### src/rtl/mod_reducer.sv
// -----------------------------------------------------------------------------
// mod_reducer
//
// Purpose:
//   Reduces a 2*WIDTH-bit product modulo a WIDTH-bit modulus by restoring
//   long division. The product is consumed MSB first, one bit per clock.
//   Each accepted pair produces exactly one result through a valid/ready
//   handshake.
//
// Ports:
//   clk        in   clock, all state changes on the rising edge
//   reset      in   synchronous, active-high reset
//   in_valid   in   product/modulus pair offered
//   in_ready   out  block is idle and can accept a pair
//   product    in   [2*WIDTH-1:0] value to reduce
//   modulus    in   [WIDTH-1:0]   modulus N
//   out_valid  out  result available
//   out_ready  in   consumer accepts the result
//   remainder  out  [WIDTH-1:0]   product mod modulus (0 when modulus is 0)
//   div_zero   out  the captured modulus was 0
//
// Configuration:
//   MOD_REDUCER_BYPASS_LT_EN - when defined, a pair whose product is already
//   below a nonzero modulus finishes one cycle after acceptance instead of
//   running the full reduction. Results are identical in both builds.
// -----------------------------------------------------------------------------
module mod_reducer #(
    parameter int WIDTH = 6
) (
    input  logic                 clk,
    input  logic                 reset,
    input  logic                 in_valid,
    output logic                 in_ready,
    input  logic [2*WIDTH-1:0]   product,
    input  logic [WIDTH-1:0]     modulus,
    output logic                 out_valid,
    input  logic                 out_ready,
    output logic [WIDTH-1:0]     remainder,
    output logic                 div_zero
);

    localparam int PW = 2 * WIDTH;
    localparam int CW = (PW > 1) ? $clog2(PW) : 1;
    localparam logic [CW-1:0] LAST_CNT = CW'(PW - 1);

    typedef enum logic [1:0] {
        IDLE   = 2'd0,
        REDUCE = 2'd1,
        DONE   = 2'd2
    } state_t;

    state_t             r_state;
    state_t             w_next;

    logic               r_in_ready;
    logic               r_out_valid;
    logic [PW-1:0]      r_prod;
    logic [WIDTH-1:0]   r_mod;
    logic [WIDTH:0]     r_part;
    logic [CW-1:0]      r_cnt;
    logic [WIDTH-1:0]   r_rem;
    logic               r_dz;

    logic [WIDTH:0]     w_shift;
    logic               w_ge;
    logic [WIDTH:0]     w_step;
    logic               w_mod_zero;
    logic               w_bypass;
    logic               w_last;

    // Reduction step: shift in the next product bit, subtract N when it fits.
    always_comb begin
        w_shift    = {r_part[WIDTH-1:0], r_prod[PW-1]};
        // The partial stays below N, so its top bit is normally 0; if it were
        // ever set the shifted value would exceed N and must be reduced.
        w_ge       = r_part[WIDTH] | (w_shift >= {1'b0, r_mod});
        if (w_ge) begin
            w_step = w_shift - {1'b0, r_mod};
        end else begin
            w_step = w_shift;
        end
        w_mod_zero = (r_mod == {WIDTH{1'b0}});
        w_last     = (r_cnt == LAST_CNT);
`ifdef MOD_REDUCER_BYPASS_LT_EN
        // Only valid on the first REDUCE cycle, before r_prod starts shifting.
        w_bypass   = (r_cnt == {CW{1'b0}}) && (r_prod < {{WIDTH{1'b0}}, r_mod});
`else
        w_bypass   = 1'b0;
`endif
    end

    // Next-state decode.
    always_comb begin
        w_next = r_state;
        case (r_state)
            IDLE: begin
                if (in_valid) begin
                    w_next = REDUCE;
                end else begin
                    w_next = IDLE;
                end
            end
            REDUCE: begin
                if (w_mod_zero || w_bypass || w_last) begin
                    w_next = DONE;
                end else begin
                    w_next = REDUCE;
                end
            end
            DONE: begin
                if (out_ready) begin
                    w_next = IDLE;
                end else begin
                    w_next = DONE;
                end
            end
            default: begin
                w_next = IDLE;
            end
        endcase
    end

    // State register plus registered handshake flags decoded from next state.
    always_ff @(posedge clk) begin
        if (reset) begin
            r_state     <= IDLE;
            r_in_ready  <= 1'b1;
            r_out_valid <= 1'b0;
        end else begin
            r_state     <= w_next;
            r_in_ready  <= (w_next == IDLE);
            r_out_valid <= (w_next == DONE);
        end
    end

    // Datapath: capture on acceptance, iterate in REDUCE, load result on exit.
    always_ff @(posedge clk) begin
        if (reset) begin
            r_prod <= {PW{1'b0}};
            r_mod  <= {WIDTH{1'b0}};
            r_part <= {(WIDTH+1){1'b0}};
            r_cnt  <= {CW{1'b0}};
            r_rem  <= {WIDTH{1'b0}};
            r_dz   <= 1'b0;
        end else begin
            case (r_state)
                IDLE: begin
                    if (in_valid) begin
                        r_prod <= product;
                        r_mod  <= modulus;
                        r_part <= {(WIDTH+1){1'b0}};
                        r_cnt  <= {CW{1'b0}};
                    end
                end
                REDUCE: begin
                    if (w_mod_zero) begin
                        r_rem <= {WIDTH{1'b0}};
                        r_dz  <= 1'b1;
                    end else if (w_bypass) begin
                        r_rem <= r_prod[WIDTH-1:0];
                        r_dz  <= 1'b0;
                    end else begin
                        r_part <= w_step;
                        r_prod <= {r_prod[PW-2:0], 1'b0};
                        r_cnt  <= r_cnt + CW'(1);
                        if (w_last) begin
                            r_rem <= w_step[WIDTH-1:0];
                            r_dz  <= 1'b0;
                        end
                    end
                end
                default: begin
                    // DONE holds everything until the handshake.
                end
            endcase
        end
    end

    assign in_ready  = r_in_ready;
    assign out_valid = r_out_valid;
    assign remainder = r_rem;
    assign div_zero  = r_dz;

endmodule

### config.mk
export PLATFORM = sky130hd
export DESIGN_NAME = mod_reducer
export DESIGN_NICKNAME = d
export VERILOG_FILES = /design/src/rtl/mod_reducer.sv
export SDC_FILE = /design/constraint.sdc
export NUM_CORES = 1
export LEC_CHECK = 0
export CELL_PAD_IN_SITES_DETAIL_PLACEMENT = 1
export CELL_PAD_IN_SITES_GLOBAL_PLACEMENT = 1
export CORE_MARGIN = 5
export CORE_UTILIZATION = 30
export DETAILED_ROUTE_END_ITERATION = 10
export GPL_TIMING_DRIVEN = 0
export PLACE_DENSITY_LB_ADDON = 0.05
export SKIP_LAST_GASP = 1
export SYNTH_ARGS = -nofsm -noshare
export SYNTH_HDL_FRONTEND = slang
export SYNTH_SLANG_ARGS = --single-unit
### constraint.sdc
create_clock -name clk -period 5.4 [get_ports clk]
set_input_delay 0.54 -clock clk [delete_from_list [all_inputs] [get_ports clk]]
set_output_delay 0.54 -clock clk [all_outputs]
set_load 0.01 [all_outputs]
# Word level (Yosys, flattened, before mapping)
# Cells that the tools add are included.
# word_totals
in_bits,22
out_inout_bits,9
regBits,40
elab_cells,46
# op_classes
n_eq_ne,6
n_bitwise,1
reduce_logical,9
n_addsub,2
mux,18
magnitude_cmp,1
# ops
op,count
two-way mux 12 bit,2
one-hot mux 12 bit (2 select lines),1
two-way mux 7 bit,3
one-hot mux 7 bit (2 select lines),1
two-way mux 6 bit,2
two-way mux 4 bit,2
one-hot mux 4 bit (2 select lines),1
greater-or-equal comparator 7 x 6 -> 1 bit,1
subtractor 7 x 6 -> 7 bit,1
logical NOT 6 bit,1
one-hot mux 2 bit (3 select lines),1
adder 4 x 1 -> 4 bit (second input constant),1
equality test 2 bit (second input constant),2
equality test 4 bit (second input constant),1
logical NOT 2 bit,2
two-way mux 2 bit,2
inequality test 2 bit (second input constant),2
AND reduction 2 bit,2
nonzero test 2 bit,2
two-way mux 1 bit,3
AND reduction 3 bit,1
equality test 2 x 1 -> 1 bit (second input constant),1
logical OR 1 bit,1
bitwise OR 1 bit,1

# Longest topological paths before layout
# logic_depth
word_depth,5
depth_mapped,9
depth_no_buf,8

# Worst setup path after synthesis
# OpenSTA, ideal clock, no wires.
# synth_path
kind,reg2reg
from,register r_mod[4]
to,register r_part[1]
path_stages_with_launch,8
setup_time_ns,0.117
synth_period_minus_slack_ns,1.907
path_buffers,0
arrival_time_ns,1.790
t_required_ns,5.283
slack_ns,3.493
cell_sequence,dfxtp_1 inv_1 ha_1 nand2_1 a211oi_1 o21a_1 o21ai_0 a32o_1
# synth_between
elab_chain_cells,5
word_cells_on_any_way,8
classes_between,order compare (1); eq/ne (1); mux (3); bitwise (1); reduce/logical (2)
# synth_rtl
item,line,source
start: declaration,58,logic [WIDTH-1:0] r_mod;
start signal: assignment,140,r_mod <= {WIDTH{1'b0}};
start signal: assignment,150,r_mod <= modulus;
greater-or-equal comparator 7 x 6 -> 1 bit,76,"w_ge = r_part[WIDTH] | (w_shift >= {1'b0, r_mod});"
bitwise OR 1 bit,76,
two-way mux 7 bit,77,if (w_ge) begin
two-way mux 7 bit,156,if (w_mod_zero) begin
one-hot mux 7 bit (2 select lines),146,case (r_state)
end signal: assignment,141,r_part <= {(WIDTH+1){1'b0}};
end signal: assignment,151,r_part <= {(WIDTH+1){1'b0}};
end signal: assignment,163,r_part <= w_step;
end: declaration,59,logic [WIDTH:0] r_part;
# Several ways; a longest one is shown, not always the timed one. The select of a mux whose other input is x is not followed.
# A chain may end at the register's enable or synchronous reset.

# Worst setup path after layout
# layout_path
from,register r_mod[4]
to,"register r_rem[4], in the netlist remainder[4]"
# layout_between
elab_chain_cells,5
word_cells_on_any_way,9
classes_between,add/sub (1); order compare (1); mux (3); bitwise (1); reduce/logical (3)
# layout_rtl
item,line,source
greater-or-equal comparator 7 x 6 -> 1 bit,76,
bitwise OR 1 bit,76,
two-way mux 7 bit,77,
two-way mux 6 bit,166,if (w_last) begin
two-way mux 6 bit,156,
end signal: assignment,157,r_rem <= {WIDTH{1'b0}};
end signal: assignment,160,r_rem <= r_prod[WIDTH-1:0];
end signal: assignment,167,r_rem <= w_step[WIDTH-1:0];
end: declaration,61,logic [WIDTH-1:0] r_rem;
# Several ways; a longest one is shown, not always the timed one. The select of a mux whose other input is x is not followed.

==> run metrics <==
GP Congestion roughly 0.84; Pins Over Slew Limit 0; peak supply drop 0.000167 V; Register-to-Register Path Depth 7; Die X-Extent roughly 92 µm; Post-synth EDFFs 0; placed cells between 300 and 400; diode count 0; iteration-0 DRC count of the detailed router approximately 90; max cap viols 0; IO Port Bufs 29; TritonCTS clock tree built; Total GRT Usage between 10 and 15%; first-pass GRT wire length a little over 10 mm; Num CTS Buffers 5; sequential share of the synthesized area roughly two fifths; clk buf depth 2; Final Cycle Share a little over two fifths; leakage between 0.9 and 1 nW; top cells by area, synth dfxtp_1 40%, nand2_1 8.8%, a311oi_1 6.1%; Crit path largest cell delay around 0.43 ns; non-filler cells, final between 300 and 400; Worst setup EP type flop; Setup Buffers After CTS 0; reg2reg end remainder[4]; share of power burned in registers a little over two fifths; Startpoint Class flop; PostCTS Resize Cnt 0; R2R Path Start r_mod[4]; Vias per Instance between 5 and 6; post-synthesis cell area between 2000 and 2500 µm²; Final ANT Viol Nets 0; die height 92.0 µm; Root Driver clkbuf_8; fin area 2490 µm²; Period minus WS final ~2.4 ns; Post-DP HPWL ~4.4 mm; Worst Hold Class flop to flop; area share of the largest cell type after synthesis around 40%; Pre-antenna DRT Iters 4; Yosys cell types between 40 and 50; largest delay contributor family on the critical path compound AO/OA/AOI/OAI gates; CTS Sinks 40; fin nets ~310; Comb power frac roughly a third; largest net degree at the start of global routing 12; worst slew pin tran 0.659 ns; hold buffer count at cts 0; outcome complete, no violations; internal power approximately 0.53 mW; initial antenna violation count 0; Max Fclk between 400 and 500 MHz; hold_ws about 0.46 ns; DRC viols 0; Core Area about 6500 µm²; Switching Power between 0.2 and 0.3 mW; post-synth top area cell dfxtp_1; Yosys reg bits 40; number of buffer and inverter stages on the critical path 1; Pwr per Cell Area about 330 nW/µm²; Hold Path Sink r_part[6]; die area approximately 8500 µm²; net count after synthesis between 200 and 300; main flop type after synthesis dfxtp_1; aggregate routed wire length 5.80 mm; Switching Fraction 35.2%; flop2flop setup slack 3.04 ns; CP max-delay cell a211oi_1; total grt overflow 0; maximum fanout along the worst path 9; Mapped Avg Cell Area about 8 µm²; Worst-path clk slew roughly 0.07 ns; worst-case clock skew between 0.006 and 0.007 ns; CP Cell Sequence inv_1, ha_1, nand2_1, a211oi_1, o21ai_1, a21o_1, a32o_1; cell count of the worst hold path 2; worst skew pair latency 0.29 ns; Power, Total 0.812 mW; CP Data Required Time about 5.6 ns; crit path kind flop to flop; final setup fails 0; Async S/R FF share, synth 0%; Min-Delay Startpoint r_part[6]; initial core utilization 31.2%; RSZ-0062 raised after global routing no; final hold violation count 0; Placement Cell Area 2400 µm²; row count 29; synth-to-layout area growth 23.6%; slew margin rel. a little under three fifths; vias after detailed routing about 1900; wire per inst ~16 µm; CP Data Arrival Time about 2.5 ns; Synth Instances 246; Top Ports 31; H-tree Lvls 2; Ys Warns 0; power share of the clock group about a quarter; TNS Setup 0 ns; layout cells sized above 1 approximately 5.7%; number of global-route vias before repair ~2000
## cell type report
| type | instances | area (µm²) |
|---|---|---|
| inverters | 11 | 41.3 |
| multi-input cells | 180 | 1100 |
| well taps | 77 | 96.3 |
| flip-flops and latches | 40 | 801 |
| clock buffers | 8 | 90.1 |
| plain buffers | 15 | 70.1 |
| repair buffers | 29 | 290 |
| fillers | 790 | 3970 |
## flip-flops by register name (all words and copies together) (netlist names)
signal	count
r_prod	12
div_zero	1
r_mod	6
remainder	6
r_part	7
in_ready	1
r_state	2
out_valid	1
r_cnt	4
## power by group through the flow
| stage | combinational, mW | clock (mW) | sequential (mW) |
|---|---|---|---|
| after floorplan | 0.189 | 0 | 0.340 |
| after global placement | 0.269 | 0 | 0.346 |
| after detailed placement | 0.268 | 0 | 0.345 |
| after CTS | 0.271 | 0.214 | 0.338 |
| after global routing | 0.304 | 0.231 | 0.342 |
| final | 0.269 | 0.206 | 0.338 |
## layer usage
layer,track usage [%],vias to the layer above,share of wire (%)
li1,-,953,-
met3,3.03,2,3.3
met5,0,-,0
met2,23.6,26,44
met1,20.4,895,52
met4,2.97,0,0.48
## cell families (layout without fill, tap and decap cells)
group | count (synthesis) | in the layout | share of synthesized area, %
XOR/XNOR | 5 | 5 | 2.17
adder cells (fa/ha/maj) | 8 | 8 | 5.34
flip-flops | 40 | 40 | 39.7
AND/OR/NAND/NOR | 98 | 98 | 23.3
multiplexers | 1 | 1 | 0.497
AO/OA/AOI/OAI | 68 | 68 | 23.5
buffers and inverters | 26 | 63 | 5.52
## cells in the final DEF (no fill, tap or decap), types with 4 or more instances in the layout
cell type         n
nor2_1           16
dfxtp_1          40
inv_1            11
nand3_1           8
nor3_1            5
a21oi_1          17
a32o_1            6
xor2_1            4
clkdlybuf4s50_1  29
clkbuf_8          6
a311oi_1         14
ha_1              7
o21ai_0          11
nand2_1          47
clkbuf_1         12
## Yosys cell counts (all sizes together) (2+ instances only)
| library cell | number |
|---|---|
| nand4 | 3 |
| xor2 | 4 |
| a21oi | 17 |
| nand2 | 47 |
| a32o | 6 |
| nor3 | 7 |
| ha | 7 |
| or3 | 2 |
| nand2b | 3 |
| o21a | 3 |
| a211oi | 3 |
| a21o | 2 |
| buf | 5 |
| dfxtp | 40 |
| nor2 | 17 |
| o21ai | 14 |
| nand3 | 8 |
| nor2b | 3 |
| inv | 11 |
| o211ai | 2 |
| or4 | 2 |
| clkbuf | 10 |
| a311oi | 14 |
## worst min-delay path: stages (launching register included)
cell     delay (ns)
dfxtp_1        0.32
nand2_1        0.05
a21oi_1        0.05
## how the worst max path moves through the flow
stage	from	end	slack [ns]	depth (start not counted)
2_1_floorplan	r_mod[4]	r_part[1]	3.49	7
3_3_place_gp	r_mod[4]	r_part[0]	3.05	7
3_5_place_dp	r_mod[4]	remainder[4]	3.08	7
4_1_cts	r_mod[4]	remainder[4]	3.04	7
5_1_grt	r_mod[4]	remainder[4]	2.79	7
6_report	r_mod[4]	remainder[4]	3.04	7
## metrics by stage
step,utilization (%),setup WS (ns)
3_5_place_dp,37.2,3.08
6_report,38.6,3.04
4_1_cts,38.6,3.04
5_1_grt,38.6,2.79
3_3_place_gp,37.2,3.05
2_1_floorplan,-,3.49
(Power assumes the default switching activity.)
